--- src/rtl/local_branch_predictor.sv ---
// Two-level local branch predictor: per-PC history table (BHT) feeding a table of
// 2-bit saturating counters (PHT). Predicts in F, carries the guess through D/E, trains in E.
module local_branch_predictor #(
  parameter int         BHT_IDX_W = 6,
  parameter int         HIST_W    = 6,
  parameter logic [1:0] CNT_INIT  = 2'b01
) (
  input  logic        clk,
  input  logic        rst,
  input  logic [31:0] pcF,
  input  logic        stallD,
  input  logic        flushD,
  input  logic        flushE,
  input  logic        branchD,
  output logic        pred_takeD,
  input  logic        actual_takeE,
  output logic        branch_validE,
  output logic        mispredE
);

  localparam int BHT_N = 2 ** BHT_IDX_W;
  localparam int PHT_N = 2 ** HIST_W;

  logic [HIST_W-1:0]    r_bht [BHT_N];
  logic [1:0]           r_pht [PHT_N];

  // F->D pipeline register
  logic                 r_predD;
  logic [BHT_IDX_W-1:0] r_bidxD;
  logic [HIST_W-1:0]    r_histD;

  // D->E pipeline register
  logic                 r_predE;
  logic                 r_validE;
  logic [BHT_IDX_W-1:0] r_bidxE;
  logic [HIST_W-1:0]    r_histE;

  logic [BHT_IDX_W-1:0] w_bidxF;
  logic [HIST_W-1:0]    w_histF;
  logic                 w_predF;
  logic [1:0]           w_cnt_cur;
  logic [1:0]           w_cnt_nxt;
  logic [HIST_W-1:0]    w_hist_nxt;
  logic                 w_unused_pc;

  // Fetch lookup reads registered tables only, so a same-cycle E update is not visible here.
  assign w_bidxF     = pcF[BHT_IDX_W+1:2];
  assign w_histF     = r_bht[w_bidxF];
  assign w_predF     = r_pht[w_histF][1];
  assign w_unused_pc = ^{pcF[31:BHT_IDX_W+2], pcF[1:0]};

  always_ff @(posedge clk or negedge rst) begin
    if (!rst) begin
      r_predD <= 1'b0;
      r_bidxD <= '0;
      r_histD <= '0;
    end else if (flushD) begin
      r_predD <= 1'b0;
      r_bidxD <= '0;
      r_histD <= '0;
    end else if (!stallD) begin
      r_predD <= w_predF;
      r_bidxD <= w_bidxF;
      r_histD <= w_histF;
    end
  end

  // A stalled D must not also advance into E, so a stall inserts a bubble just like flushE.
  always_ff @(posedge clk or negedge rst) begin
    if (!rst) begin
      r_predE  <= 1'b0;
      r_validE <= 1'b0;
      r_bidxE  <= '0;
      r_histE  <= '0;
    end else if (flushE || stallD) begin
      r_predE  <= 1'b0;
      r_validE <= 1'b0;
      r_bidxE  <= '0;
      r_histE  <= '0;
    end else begin
      r_predE  <= r_predD & branchD;
      r_validE <= branchD;
      r_bidxE  <= r_bidxD;
      r_histE  <= r_histD;
    end
  end

  always_comb begin
    w_cnt_cur = r_pht[r_histE];
    w_cnt_nxt = w_cnt_cur;
    if (actual_takeE) begin
      w_cnt_nxt = (w_cnt_cur == 2'b11) ? 2'b11 : w_cnt_cur + 2'b01;
    end else begin
      w_cnt_nxt = (w_cnt_cur == 2'b00) ? 2'b00 : w_cnt_cur - 2'b01;
    end
  end

  assign w_hist_nxt = {r_bht[r_bidxE][HIST_W-2:0], actual_takeE};

  always_ff @(posedge clk or negedge rst) begin
    if (!rst) begin
      for (int i = 0; i < BHT_N; i++) r_bht[i] <= '0;
      for (int j = 0; j < PHT_N; j++) r_pht[j] <= CNT_INIT;
    end else if (r_validE) begin
      r_pht[r_histE] <= w_cnt_nxt;
      r_bht[r_bidxE] <= w_hist_nxt;
    end
  end

  // branch_validE qualifies actual_takeE and mispredE; both are don't-care while it is low.
  assign pred_takeD    = r_predD;
  assign branch_validE = r_validE;
  assign mispredE      = r_validE & (r_predE ^ actual_takeE);

endmodule

--- config.mk ---
export PLATFORM = sky130hd
export DESIGN_NAME = local_branch_predictor
export DESIGN_NICKNAME = d
export VERILOG_FILES = /design/src/rtl/local_branch_predictor.sv
export SDC_FILE = /design/constraint.sdc
export NUM_CORES = 1
export LEC_CHECK = 0
export BUFFER_PORTS_ARGS = -buffer_cell sky130_fd_sc_hd__buf_2
export CORE_UTILIZATION = 45
export CTS_CLUSTER_DIAMETER = 50
export DETAILED_ROUTE_END_ITERATION = 7
export PLACE_DENSITY = 0.67
export SYNTH_ARGS = -nofsm -noshare
export SYNTH_HDL_FRONTEND = slang
export SYNTH_SLANG_ARGS = --single-unit
--- constraint.sdc ---
create_clock -name clk -period 3.8 [get_ports clk]
set_input_delay 0.76 -clock clk [delete_from_list [all_inputs] [get_ports clk]]
set_output_delay 0.76 -clock clk [all_outputs]
set_load 0.03 [all_outputs]
==> report_table.html <==
<table>
<tr><th>Metric</th><th>Value</th></tr>
<tr><th colspan="2">Setup path</th></tr>
<tr><td>Critical Path Source Type</td><td>input pin</td></tr>
<tr><td>Sum of buffers and inverters on the critical path</td><td>4</td></tr>
<tr><td>Worst endpoint required time</td><td>4330 ps</td></tr>
<tr><td>Slowest stage cell on the critical path</td><td>sky130_fd_sc_hd__a2111oi_0</td></tr>
<tr><td>Critical path, cell by cell</td><td>buf_2 -&gt; buf_4 -&gt; mux2i_1 -&gt; a22oi_1 -&gt; a31oi_1 -&gt; a2111oi_0 -&gt; buf_4 -&gt; or2_2 -&gt; buf_12 -&gt; mux2i_1 -&gt; mux2_2 -&gt; a22oi_1 -&gt; a211oi_1 -&gt; and4bb_1</td></tr>
<tr><td>Critical path arrival</td><td>4060 ps</td></tr>
<tr><td>Worst stage delay on the critical path</td><td>between 700 and 800 ps</td></tr>
<tr><td>Capturing element type of the critical path</td><td>flop</td></tr>
<tr><td>Max Fanout on Critical Path</td><td>18</td></tr>
<tr><td>Critical path start-end classification</td><td>in2reg</td></tr>
<tr><td>CP top delay family</td><td>compound AO/OA/AOI/OAI gates</td></tr>
<tr><th colspan="2">Synthesis</th></tr>
<tr><td>Post-synth cell types</td><td>55</td></tr>
<tr><td>Sequential-to-total area share from yosys stat</td><td>51.0%</td></tr>
<tr><td>Total nets after synthesis</td><td>2492</td></tr>
<tr><td>Mean Syn Cell Area</td><td>roughly 11 µm²</td></tr>
<tr><td>Flip-flop and latch count after synthesis</td><td>between 500 and 600</td></tr>
<tr><td>Number of synthesis warnings</td><td>0</td></tr>
<tr><td>Top FF cell, synth</td><td>sky130_fd_sc_hd__dfrtp_1</td></tr>
<tr><td>Synthesized area</td><td>around 27000 µm²</td></tr>
<tr><td>Number of enable-type register cells in the synthesized netlist</td><td>0</td></tr>
<tr><td>Synthesized instance count</td><td>~2.5k</td></tr>
<tr><td>Asr flop ratio synth</td><td>100%</td></tr>
<tr><th colspan="2">Timing</th></tr>
<tr><td>Slew Limit Fails</td><td>0</td></tr>
<tr><td>Worst Slack Setup Final</td><td>about 270 ps</td></tr>
<tr><td>Setup-failing EPs final</td><td>0</td></tr>
<tr><td>Number of hold violations in the final report</td><td>0</td></tr>
<tr><td>Final sum of negative setup slack</td><td>0 ps</td></tr>
<tr><td>Worst Tran Pin Value</td><td>1050 ps</td></tr>
<tr><td>Minimum clock period</td><td>3530 ps</td></tr>
<tr><td>Final clock skew</td><td>28.8 ps</td></tr>
<tr><td>Setup repair after global routing missed its margin</td><td>false</td></tr>
<tr><td>Worst-case headroom to the max-slew limit</td><td>29.9%</td></tr>
<tr><td>Top achievable clock speed</td><td>0.283 GHz</td></tr>
<tr><td>Final clock period utilization by the worst path</td><td>92.8%</td></tr>
<tr><th colspan="2">Power</th></tr>
<tr><td>Leakage dissipation</td><td>13.2 nW</td></tr>
<tr><td>Worst IR Drop VDD</td><td>approximately 0.51 mV</td></tr>
<tr><td>Total power</td><td>0.0136 W</td></tr>
<tr><td>Power per cell area</td><td>approximately 450 nW/µm²</td></tr>
<tr><th colspan="2">Clock network</th></tr>
<tr><td>Clock buffers created by TritonCTS</td><td>61</td></tr>
<tr><td>Later-pin clock latency in the skew report</td><td>650 ps</td></tr>
<tr><td>Number of buffers on the longest clock path</td><td>3</td></tr>
<tr><td>Buffer count from post-CTS setup fixing</td><td>0</td></tr>
<tr><td>Library cell used as clock root buffer</td><td>sky130_fd_sc_hd__clkbuf_16</td></tr>
<tr><td>Total clock sinks</td><td>539</td></tr>
<tr><td>TritonCTS clock tree</td><td>built</td></tr>
<tr><td>Number of gates resized after cts</td><td>0</td></tr>
<tr><td>Clk pin slew, worst setup/hold paths</td><td>60 ps</td></tr>
<tr><td>Post-CTS Hold Buffers</td><td>0</td></tr>
<tr><td>Total number of H-tree levels</td><td>2</td></tr>
<tr><th colspan="2">Place</th></tr>
<tr><td>DP Cell Count</td><td>roughly 3.2k</td></tr>
<tr><td>Place WS</td><td>-304 ps</td></tr>
<tr><td># port buffers</td><td>15</td></tr>
<tr><td>Post-detailed-placement half-perimeter wirelength</td><td>about 56 mm</td></tr>
<tr><td>Final Wtd Congestion</td><td>0.968</td></tr>
<tr><th colspan="2">Run</th></tr>
<tr><td>Max cap viols</td><td>0</td></tr>
<tr><th colspan="2">Global routing</th></tr>
<tr><td>Global-route wire length before repair</td><td>about 130 mm</td></tr>
<tr><td>Number of antenna violations at the first check in global routing</td><td>0</td></tr>
<tr><td>Pin count of the biggest net entering global routing</td><td>85</td></tr>
<tr><td>GRT Util Overall</td><td>28.2%</td></tr>
<tr><td>Via count of the first global-routing pass</td><td>between 20k and 25k</td></tr>
<tr><td>Global-route congestion overflow total</td><td>0</td></tr>
<tr><th colspan="2">Worst hold path</th></tr>
<tr><td>Type of the most critical hold path</td><td>in2async</td></tr>
<tr><th colspan="2">Cells and area</th></tr>
<tr><td>Utilization after layout</td><td>52.7%</td></tr>
<tr><td>Share of final-layout standard cells stronger than drive strength 1</td><td>27.1%</td></tr>
<tr><td>Final cell count without fillers</td><td>3295</td></tr>
<tr><td>Layout Nets</td><td>2516</td></tr>
<tr><td>Antenna cells</td><td>0</td></tr>
<tr><td>Relative area change from synthesis to final layout</td><td>14.9%</td></tr>
<tr><th colspan="2">Routing</th></tr>
<tr><td>Number of design-rule violations left by the first detailed-router iteration</td><td>2410</td></tr>
<tr><td>Average vias per placed instance</td><td>roughly 6.4</td></tr>
<tr><td>Total wire length</td><td>83.8 mm</td></tr>
<tr><td>Antenna violation net count after detailed routing</td><td>0</td></tr>
<tr><td>DR WL/cell</td><td>25.4 µm</td></tr>
<tr><td>DRC Markers</td><td>0</td></tr>
<tr><td>Total via count in the routed design</td><td>21.2k</td></tr>
<tr><td>First-pass iteration count of the detailed router</td><td>8</td></tr>
<tr><th colspan="2">Floorplan</th></tr>
<tr><td>Core Footprint</td><td>between 50000 and 60000 µm²</td></tr>
<tr><td>Area of the die</td><td>60100 µm²</td></tr>
<tr><td>Die extent in x</td><td>245 µm</td></tr>
<tr><td>Initial Util</td><td>45.8%</td></tr>
<tr><td>Standard-cell rows</td><td>88</td></tr>
<tr><td>Floorplan die height</td><td>245 µm</td></tr>
<tr><td>I/O pins</td><td>42</td></tr>
<tr><th colspan="2">Outcome</th></tr>
<tr><td>Outcome</td><td>complete, no violations</td></tr>
</table>
==> power breakdown <==
part	internal [W]	switching, W	leakage [nW]	total [W]
combinational	0.000500	0.00101	4.95	0.00151
sequential	0.00584	0.0000842	7.20	0.00593
clock	0.00365	0.00252	1.05	0.00616
==> sequential cells by signal, summed over array words and instances (netlist names) <==
| signal | count |
|---|---|
| r_histE | 6 |
| r_histD | 6 |
| r_bidxD | 6 |
| pred_takeD | 1 |
| branch_validE | 1 |
| r_pht | 128 |
| r_bidxE | 6 |
| r_predE | 1 |
| r_bht | 384 |
==> final timing paths <==
path                                       to  depth (start not counted)       start  slack [ps]
worst max-delay path               pred_takeD                         14      pcF[4]         270
worst min-delay path                r_bht[49]                          1         rst          90
worst max register to register     r_bht[118]                          8  r_bidxE[0]         350
worst min register to register     r_bidxE[4]                          1  r_bidxD[4]         480
max in group asynchronous          r_bht[193]                          2         rst        2630
min in group clk                branch_validE                          2     branchD         400
==> logic make-up after synthesis <==
kind of cell | count (synthesis) | share of synthesized area, %
AO/OA/AOI/OAI | 665 | 15.8
AND/OR/NAND/NOR | 657 | 10.7
flip-flops | 539 | 51.0
multiplexers | 349 | 18.7
buffers and inverters | 240 | 3.76
adder cells (fa/ha/maj) | 2 | 0.0753
XOR/XNOR | 1 | 0.0329
==> cell type report <==
| class | instances | area (µm²) |
|---|---|---|
| clock inverters | 24 | 289 |
| well taps | 765 | 957 |
| flip-flops and latches | 539 | 13600 |
| clock buffers | 92 | 1840 |
| inverters | 7 | 26.3 |
| multi-input cells | 1674 | 12100 |
| repair buffers | 194 | 1780 |
| fillers | 4919 | 27500 |
==> through the flow <==
| stage | hold slack [ps] | area, µm² |
|---|---|---|
| 2_1_floorplan | 445 | 26600 |
| 3_3_place_gp | 456 | 28400 |
| 3_5_place_dp | 467 | 28400 |
| 4_1_cts | 104 | 30600 |
| 5_1_grt | 139 | 30600 |
| 6_report | 89.9 | 30600 |
==> layer usage <==
layer  routed length (µm)  global-route usage, %  vias to the layer above
met1                32700                   37.2                    10600
met2                38000                   43.0                     1274
met4                 4750                   15.8                        0
met5                    0                      0                        -
li1                     -                      -                     9022
met3                 8320                   6.37                      325
==> Yosys cell counts, types with 3 or more instances <==
cell,number,area share [%]
sky130_fd_sc_hd__dfstp_2,64,6.3
sky130_fd_sc_hd__mux2i_1,56,2.1
sky130_fd_sc_hd__or3b_2,5,0.16
sky130_fd_sc_hd__nand2_1,272,3.8
sky130_fd_sc_hd__mux4_2,98,8.3
sky130_fd_sc_hd__nand3_1,13,0.24
sky130_fd_sc_hd__dfrtp_1,475,45
sky130_fd_sc_hd__inv_1,6,0.085
sky130_fd_sc_hd__nand4_1,24,0.56
sky130_fd_sc_hd__o211ai_1,3,0.085
sky130_fd_sc_hd__mux2_2,195,8.3
sky130_fd_sc_hd__o22ai_1,4,0.094
sky130_fd_sc_hd__buf_1,19,0.27
sky130_fd_sc_hd__a22oi_1,180,5.1
sky130_fd_sc_hd__buf_4,5,0.14
sky130_fd_sc_hd__a21oi_1,169,3.2
sky130_fd_sc_hd__a31oi_1,38,0.89
sky130_fd_sc_hd__nor3b_1,10,0.28
sky130_fd_sc_hd__and3_1,10,0.24
sky130_fd_sc_hd__and3b_1,6,0.20
sky130_fd_sc_hd__buf_6,8,0.34
sky130_fd_sc_hd__clkbuf_1,185,2.6
sky130_fd_sc_hd__or2_2,4,0.094
sky130_fd_sc_hd__nor2b_1,13,0.31
sky130_fd_sc_hd__a22o_1,42,1.4
sky130_fd_sc_hd__nor2_1,245,3.5
sky130_fd_sc_hd__nor4_1,7,0.16
sky130_fd_sc_hd__buf_2,15,0.28
sky130_fd_sc_hd__a211oi_1,6,0.17
sky130_fd_sc_hd__nor3_1,7,0.13
sky130_fd_sc_hd__a221oi_1,36,1.2
sky130_fd_sc_hd__nand3b_1,5,0.14
sky130_fd_sc_hd__o21ai_0,174,3.3
sky130_fd_sc_hd__and2_1,29,0.68
==> layout by cell type (no fill, tap or decap), drive strengths merged, types with 10 or more instances in the layout <==
cell and instances:
inv 15, buf 194, mux2i 56, a221oi 36
nand3 13, a31oi 38, and3 10, nor2b 13
nand4 24, a22o 42, clkbuf 92, a21oi 169
mux2 195, a22oi 180, mux4 98, dfstp 64
and2 29, nor3b 10, o21ai 174, dfrtp 475
clkinv 10, nand2 272, nor2 245
(Power assumes the default switching activity.)
